$ cat config.mk
export PLATFORM = sky130hd
export DESIGN_NAME = onehot_decoder_seq
export DESIGN_NICKNAME = d
export VERILOG_FILES = /design/src/rtl/onehot_decoder_seq.sv
export SDC_FILE = /design/constraint.sdc
export NUM_CORES = 1
export LEC_CHECK = 0
export ABC_AREA = 1
export CAP_MARGIN = 20
export CORE_UTILIZATION = 56
export DETAILED_ROUTE_END_ITERATION = 10
export DONT_BUFFER_PORTS = 1
export PLACE_DENSITY_LB_ADDON = 0.1
export SLEW_MARGIN = 10
export SYNTH_ARGS = -nofsm -noshare
export SYNTH_HDL_FRONTEND = slang
export SYNTH_SLANG_ARGS = --single-unit
$ cat constraint.sdc
create_clock -name clk -period 1.45 [get_ports clk]
set_input_delay 0.3625 -clock clk [delete_from_list [all_inputs] [get_ports clk]]
set_output_delay 0.3625 -clock clk [all_outputs]
set_load 0.05 [all_outputs]
$ cat src/rtl/onehot_decoder_seq.sv
// One-hot decoder with a handshake-driven decode mode and a timed scan mode.
// Outputs are registered; sel_ready is a combinational view of state, en and mode.
module onehot_decoder_seq #(
    parameter int SEL_W   = 3,
    parameter int DWELL_W = 8,
    localparam int OUT_W  = 2 ** SEL_W
) (
    input  logic               clk,
    input  logic               rst_n,
    input  logic               en,
    input  logic               mode,
    input  logic               sel_valid,
    input  logic [SEL_W-1:0]   sel,
    output logic               sel_ready,
    input  logic [DWELL_W-1:0] dwell,
    output logic [OUT_W-1:0]   out,
    output logic               out_valid,
    output logic               wrap
);

    typedef enum logic [1:0] {
        ST_IDLE   = 2'd0,
        ST_DECODE = 2'd1,
        ST_SCAN   = 2'd2
    } state_t;

    localparam logic [SEL_W-1:0]   IDX_ZERO = SEL_W'(0);
    localparam logic [SEL_W-1:0]   IDX_ONE  = SEL_W'(1);
    localparam logic [SEL_W-1:0]   IDX_LAST = SEL_W'(OUT_W - 1);
    localparam logic [DWELL_W-1:0] CNT_ZERO = DWELL_W'(0);
    localparam logic [DWELL_W-1:0] CNT_ONE  = DWELL_W'(1);
    localparam logic [OUT_W-1:0]   OUT_ZERO = {OUT_W{1'b0}};
    localparam logic [OUT_W-1:0]   OUT_BIT0 = OUT_W'(1);

    function automatic logic [OUT_W-1:0] onehot_f(input logic [SEL_W-1:0] idx);
        onehot_f = OUT_BIT0 << idx;
    endfunction

    state_t             state_r;
    state_t             state_nxt_s;
    logic [OUT_W-1:0]   out_r;
    logic [OUT_W-1:0]   out_nxt_s;
    logic               out_valid_r;
    logic               wrap_r;
    logic               wrap_nxt_s;
    logic [DWELL_W-1:0] cnt_r;
    logic [DWELL_W-1:0] cnt_nxt_s;
    logic [SEL_W-1:0]   idx_r;
    logic [SEL_W-1:0]   idx_nxt_s;
    logic [SEL_W-1:0]   idx_inc_s;
    logic               accept_state_s;

    // Index increment wraps naturally at OUT_W because idx_r is SEL_W wide.
    assign idx_inc_s      = idx_r + IDX_ONE;
    assign accept_state_s = (state_r == ST_IDLE) || (state_r == ST_DECODE);
    // rst_n gates readiness so nothing is offered while the block is held in reset.
    assign sel_ready      = rst_n & en & ~mode & accept_state_s;

    assign out       = out_r;
    assign out_valid = out_valid_r;
    assign wrap      = wrap_r;

    // Next-state and next-output logic for decode/scan sequencing.
    always_comb begin
        state_nxt_s = state_r;
        out_nxt_s   = out_r;
        wrap_nxt_s  = 1'b0;
        cnt_nxt_s   = cnt_r;
        idx_nxt_s   = idx_r;
        if (!en) begin
            state_nxt_s = ST_IDLE;
            out_nxt_s   = OUT_ZERO;
            cnt_nxt_s   = CNT_ZERO;
            idx_nxt_s   = IDX_ZERO;
        end else begin
            case (state_r)
                ST_IDLE, ST_DECODE: begin
                    // Scan request wins over a simultaneous sel_valid (sel_ready is low).
                    if (mode) begin
                        state_nxt_s = ST_SCAN;
                        out_nxt_s   = OUT_BIT0;
                        cnt_nxt_s   = dwell;
                        idx_nxt_s   = IDX_ZERO;
                    end else if (sel_valid) begin
                        state_nxt_s = ST_DECODE;
                        out_nxt_s   = onehot_f(sel);
                    end else begin
                        state_nxt_s = state_r;
                    end
                end
                ST_SCAN: begin
                    if (!mode) begin
                        state_nxt_s = ST_IDLE;
                        out_nxt_s   = OUT_ZERO;
                        cnt_nxt_s   = CNT_ZERO;
                        idx_nxt_s   = IDX_ZERO;
                    end else if (cnt_r == CNT_ZERO) begin
                        idx_nxt_s   = idx_inc_s;
                        out_nxt_s   = onehot_f(idx_inc_s);
                        cnt_nxt_s   = dwell;
                        wrap_nxt_s  = (idx_r == IDX_LAST);
                    end else begin
                        cnt_nxt_s   = cnt_r - CNT_ONE;
                    end
                end
                default: begin
                    state_nxt_s = ST_IDLE;
                    out_nxt_s   = OUT_ZERO;
                    cnt_nxt_s   = CNT_ZERO;
                    idx_nxt_s   = IDX_ZERO;
                end
            endcase
        end
    end

    // State and registered output update; reset clears everything immediately.
    always_ff @(posedge clk or negedge rst_n) begin
        if (!rst_n) begin
            state_r     <= ST_IDLE;
            out_r       <= OUT_ZERO;
            out_valid_r <= 1'b0;
            wrap_r      <= 1'b0;
            cnt_r       <= CNT_ZERO;
            idx_r       <= IDX_ZERO;
        end else begin
            state_r     <= state_nxt_s;
            out_r       <= out_nxt_s;
            out_valid_r <= |out_nxt_s;
            wrap_r      <= wrap_nxt_s;
            cnt_r       <= cnt_nxt_s;
            idx_r       <= idx_nxt_s;
        end
    end

    onehot_decoder_seq_chk #(
        .OUT_W (OUT_W)
    ) u_chk (
        .clk       (clk),
        .rst_n     (rst_n),
        .out       (out_r),
        .out_valid (out_valid_r),
        .wrap      (wrap_r)
    );

endmodule

// Output invariants: at most one bit set, valid tracks non-zero, wrap only with bit 0.
module onehot_decoder_seq_chk #(
    parameter int OUT_W = 8
) (
    input logic             clk,
    input logic             rst_n,
    input logic [OUT_W-1:0] out,
    input logic             out_valid,
    input logic             wrap
);

    a_onehot0 : assert property (@(posedge clk) disable iff (!rst_n)
        $onehot0(out));
    a_valid : assert property (@(posedge clk) disable iff (!rst_n)
        out_valid == (out != {OUT_W{1'b0}}));
    a_wrap : assert property (@(posedge clk) disable iff (!rst_n)
        wrap |-> out[0]);

endmodule

# Word level (Yosys, flattened, before mapping)
# Index checks and enable logic that the tools add are counted.
[totals]
ff_bits = 23
in_bits = 16
out_inout_bits = 11
elab_cells = 53
[classes]
addsub = 2
n_eq_ne = 7
shift = 2
mux = 25
n_bitwise = 4
reduce_logical = 7
[ops]
columns = ["cell", "count"]
rows = [
  ["$mux W8", 9],
  ["$pmux W8 S2", 2],
  ["$shl A1 B3 Y8 const A", 2],
  ["$mux W3", 4],
  ["$logic_not A8 Y1", 1],
  ["$mux W2", 4],
  ["$ne A4 B4 Y1 const B", 2],
  ["$reduce_or A8 Y1", 1],
  ["$sub A8 B1 Y8 const B", 1],
  ["$ne A3 B3 Y1 const B", 2],
  ["$pmux W3 S2", 1],
  ["$mux W1", 4],
  ["$pmux W2 S2", 1],
  ["$reduce_and A2 Y1", 2],
  ["$add A3 B1 Y3 const B", 1],
  ["$and A1 B1 Y1", 3],
  ["$eq A3 B3 Y1 const B", 1],
  ["$eq A2 B1 Y1 const B", 1],
  ["$eq A2 B2 Y1 const B", 1],
  ["$logic_not A2 Y1", 1],
  ["$reduce_or A2 Y1", 1],
  ["$logic_or A1 B1 Y1", 1],
  ["$not A1 Y1", 1],
]

# Logic depth before layout (Yosys ltp)
[depth]
word_depth = 7
depth_mapped = 11
mapped_depth_nobuf = 11

# Least setup slack after synthesis
# Ideal clock, no wire load.
[synth_path]
path_kind = "reg-to-output"
startpoint = "register state_r[1]"
endpoint = "output sel_ready"
t_arrival_ns = 1.620
required_ns = 1.087
path_slack_ns = -0.533
stages_incl_launch_ff = 6
path_buffers = 0
path_cell_list = "dfrtp_1 > inv_1 > nand2_1 > nor2_1 > inv_1 > nor2_1"
[synth_via]
elab_chain_len = 3
elab_cells_between_ends = 4
classes_between = "1 x eq/ne; 1 x bitwise; 2 x reduce/logical"
[synth_lines]
columns = ["element", "line_no", "text"]
rows = [
  ["start: declaration", "39", "state_t state_r;"],
  ["start signal: assignment", "126", "state_r <= state_nxt_s;"],
  ["$eq A2 B1 Y1 / $logic_not A2 Y1 (equally long branches)", "55", "assign accept_state_s = (state_r == ST_IDLE) || (state_r == ST_DECODE);"],
  ["$logic_or A1 B1 Y1 (*)", "55", ""],
  ["$and A1 B1 Y1 (*)", "57", "assign sel_ready = rst_n & en & ~mode & accept_state_s;"],
  ["end: declaration", "14", "output logic sel_ready,"],
]
# Every way passes the cells marked *; elsewhere a longest branch is shown, timed or not.

# Worst setup path in the final report
[layout_path]
startpoint = "register idx_r[1]"
endpoint = "register out_valid_r, in the netlist out_valid"
[layout_via]
elab_chain_len = 7
[layout_lines]
columns = ["element", "line_no", "text"]
rows = [
  ["start: declaration", "48", "logic [SEL_W-1:0] idx_r;"],
  ["start signal: assignment", "131", "idx_r <= idx_nxt_s;"],
  ["$add A3 B1 Y3", "54", "assign idx_inc_s = idx_r + IDX_ONE;"],
  ["$shl A1 B3 Y8", "36", "onehot_f = OUT_BIT0 << idx;"],
  ["$mux W8", "97", "end else if (cnt_r == CNT_ZERO) begin"],
  ["$mux W8", "92", "if (!mode) begin"],
  ["$pmux W8 S2", "76", "case (state_r)"],
  ["$mux W8", "70", "if (!en) begin"],
  ["$reduce_or A8 Y1", "128", "out_valid_r <= |out_nxt_s;"],
  ["end signal: assignment", "128", ""],
  ["end: declaration", "43", "logic out_valid_r;"],
]
# Every way passes these cells.
# A chain may end at the register's enable or synchronous reset.

==> reports/metrics.cfg <==
[floorplan]
row_count=18
design.die.area_sq_um=3020
coreArea_sq_um=2570
die_h_microns=55.0
num_io_pins=27
start_util_pct=61.3
die_w_microns=55.0

[drt]
wl_per_cell_microns=17.2
drt_iter0_markers=80
avgViaCountPerCell=5.81
first_pass_iters=4
drc=0
ant_nets=0
wirelength_mm=5.04
vias=1702

[logic_synthesis]
synth_area_leaders=dfrtp_1, nand2_1, inv_1
ys.flop_type=dfrtp_1
ys_seq_area_share_pct=36.6
synth_edf_count=0
synth_area_per_cell_sq_um=6.96
yosysMostFrequentCell=nand2_1
post-synth-top-area-fraction_pct=36.6
synth_fp_nets=249
synth_area_leader_cell=dfrtp_1
netlist_area_sq_um=1570
yosysWarnings=0
ys_ff_latch=23
syn_inst=226
synthArstFlopShare_pct=100
synthTopCellsByCount=nand2_1, inv_1, nand3_1, dfrtp_1, nor2_1
synth_cell_types=26

[sta]
slew_headroom_pct=63.6
layout_setup_ws_ns=-0.191
fin_skew_ns=0.00735
worstMarginPinSlew_ns=0.545
period_minus_slack_ns=1.64
rsz0062_at_grt=yes
min_period_over_period_pct=113
setup_viol_count_final=17
max_freq_ghz=0.609
hold_violations=3
slew_violations=0
hold-worst-slack_ns=-0.00297

[worst_setup_path]
cp.buffers_inverters=1
cp-end-kind=register
critPathTopFamily=simple AND/OR/NAND/NOR gates
crit_top_cell=nand2_1
crit_slowest_cell=dfrtp_1
path_cells=ha_2, ha_4, inv_2, nand2_1, nand3b_1, nand3_1, nand2_1, nand2_1, nor2_1, nand2_1
worstSetupPathType=reg -> reg
crit_fanout=7
worstPathRequired_ns=1.67
startpoint_type=register
critPathMaxStageDelay_ns=0.41
worstPathArrival_ns=1.87

[global_route]
grt_usage_pct=31.2
grt_pass1_vias=1543
grt_max_degree=24
gr-usage-met1_pct=35.8
gr-usage-met3_pct=3.83
gr-max-usage-layer=met2
grt_pass1_wl_mm=6.54
antenna_found_initial=0
gr-total-overflow=0
grtUsageMet2_pct=56.8

[placed_design]
io_buffer_count=0
placed_cells=279
dp_hpwl_mm=2.99
dpl_cell_area_sq_um=1820
gp_routability_congestion=0.891
place_ws_ns=-0.103

[clock_network]
cts_tree=done
clk_pin_slew_worst_paths_ns=0.14
cts_sinks=23
cts_root_buf=clkbuf_4
cts_buffers=3
ctsLongestPathBuffers=2
clkLatencyLatePin_ns=0.32
h-tree-depth=1

[worst_hold_path]
hp-class=in -> async

[outcome]
status=finished with violations
violations=negative hold slack, negative setup slack

[power]
ir_drop_mv=0.859
leakage_nw=1.16
power_mw=1.65
power_density_nw_per_um2=775

[finish]
diodes=0
area_growth_pct=35.4
finalNonFillerCells=293
drive_gt1_share_pct=35.7
nets=287
finalInstanceArea_sq_um=2130

[flow_run]
maxCapViolCount=0

through the flow:
| stage | util (%) | setup TNS (ns) |
|---|---|---|
| 2_1_floorplan | - | -0.0381 |
| 3_3_place_gp | 71.0 | -0.0550 |
| 3_5_place_dp | 71.0 | -0.512 |
| 4_1_cts | 76.3 | -0.276 |
| 5_1_grt | 82.9 | -2.10 |
| 6_report | 82.9 | -1.23 |
cells by family after synthesis:
| group | after synthesis | synth area share, % |
|---|---|---|
| and+or+nand+nor | 123 | 34.0 |
| buffers and inverters | 43 | 11.8 |
| AOI/OAI and AO/OA | 26 | 9.87 |
| DFF | 23 | 36.6 |
| adders and majority gates | 7 | 5.57 |
| xor gates and xnor gates | 4 | 2.23 |
registers in the layout (all words and copies together) (netlist names):
| name | count |
|---|---|
| out | 8 |
| cnt_r | 8 |
| wrap | 1 |
| idx_r | 3 |
| out_valid | 1 |
| state_r | 2 |
metal layers:
| layer | part of all wire [%] | up-vias |
|---|---|---|
| met2 | 50 | 91 |
| met1 | 38 | 793 |
| met4 | 5.0 | 0 |
| met3 | 6.8 | 28 |
| met5 | 0 | - |
| li1 | - | 790 |
power by group:
group	switching (mW)	internal (mW)	total (mW)
combinational	0.372	0.242	0.615
clock	0.209	0.108	0.317
sequential	0.0461	0.674	0.720
worst paths after layout:
path	from	endpoint	slack, ns	cells past startpoint
hold reg to reg	state_r[0]$_DFFE_PN0P_	state_r[1]$_DFFE_PN0P_	0.47	1
min in group clk	en	out[5]$_DFF_PN0_	0.15	2
setup / recovery	idx_r[1]$_DFFE_PN0P_	out_valid$_DFF_PN0_	-0.19	10
hold / removal	rst_n	cnt_r[2]$_DFFE_PN0P_	-0.003	1
setup reg to reg	idx_r[1]$_DFFE_PN0P_	out_valid$_DFF_PN0_	-0.19	10
max in group asynchronous	rst_n	cnt_r[3]$_DFFE_PN0P_	1.06	1
cell type report:
class | instances | area, sq um
flip-flops and latches | 23 | 577
fillers | 157 | 438
repair buffers | 36 | 304
multi-input cells | 161 | 1030
clock buffers | 4 | 26.3
inverters | 39 | 159
well taps | 30 | 37.5
layout by cell type (no fill, tap or decap), types with 4 or more instances in the layout:
cell type   n
nand2_4     5
inv_1      28
nor2_4      9
inv_2       7
o21ai_0     5
o211ai_1    5
nor2_2      4
dfrtp_1    22
nand2_2     9
nand3_1    25
buf_4      30
nand2_1    52
nor2_1     11
ha_1        4
timing repair:
| action | 4_1_cts | 5_1_grt |
|---|---|---|
| buffers inserted | 4 | 5 |
| setup endpoints to repair | 10 | 21 |
| endpoints found under the hold margin | 23 | 0 |
| hold buffers | 1 | 0 |
| cloned | 1 | 1 |
| gates resized for setup | 18 | 44 |
| pin swaps | 8 | 21 |
Power figures use the tool's default switching activity.
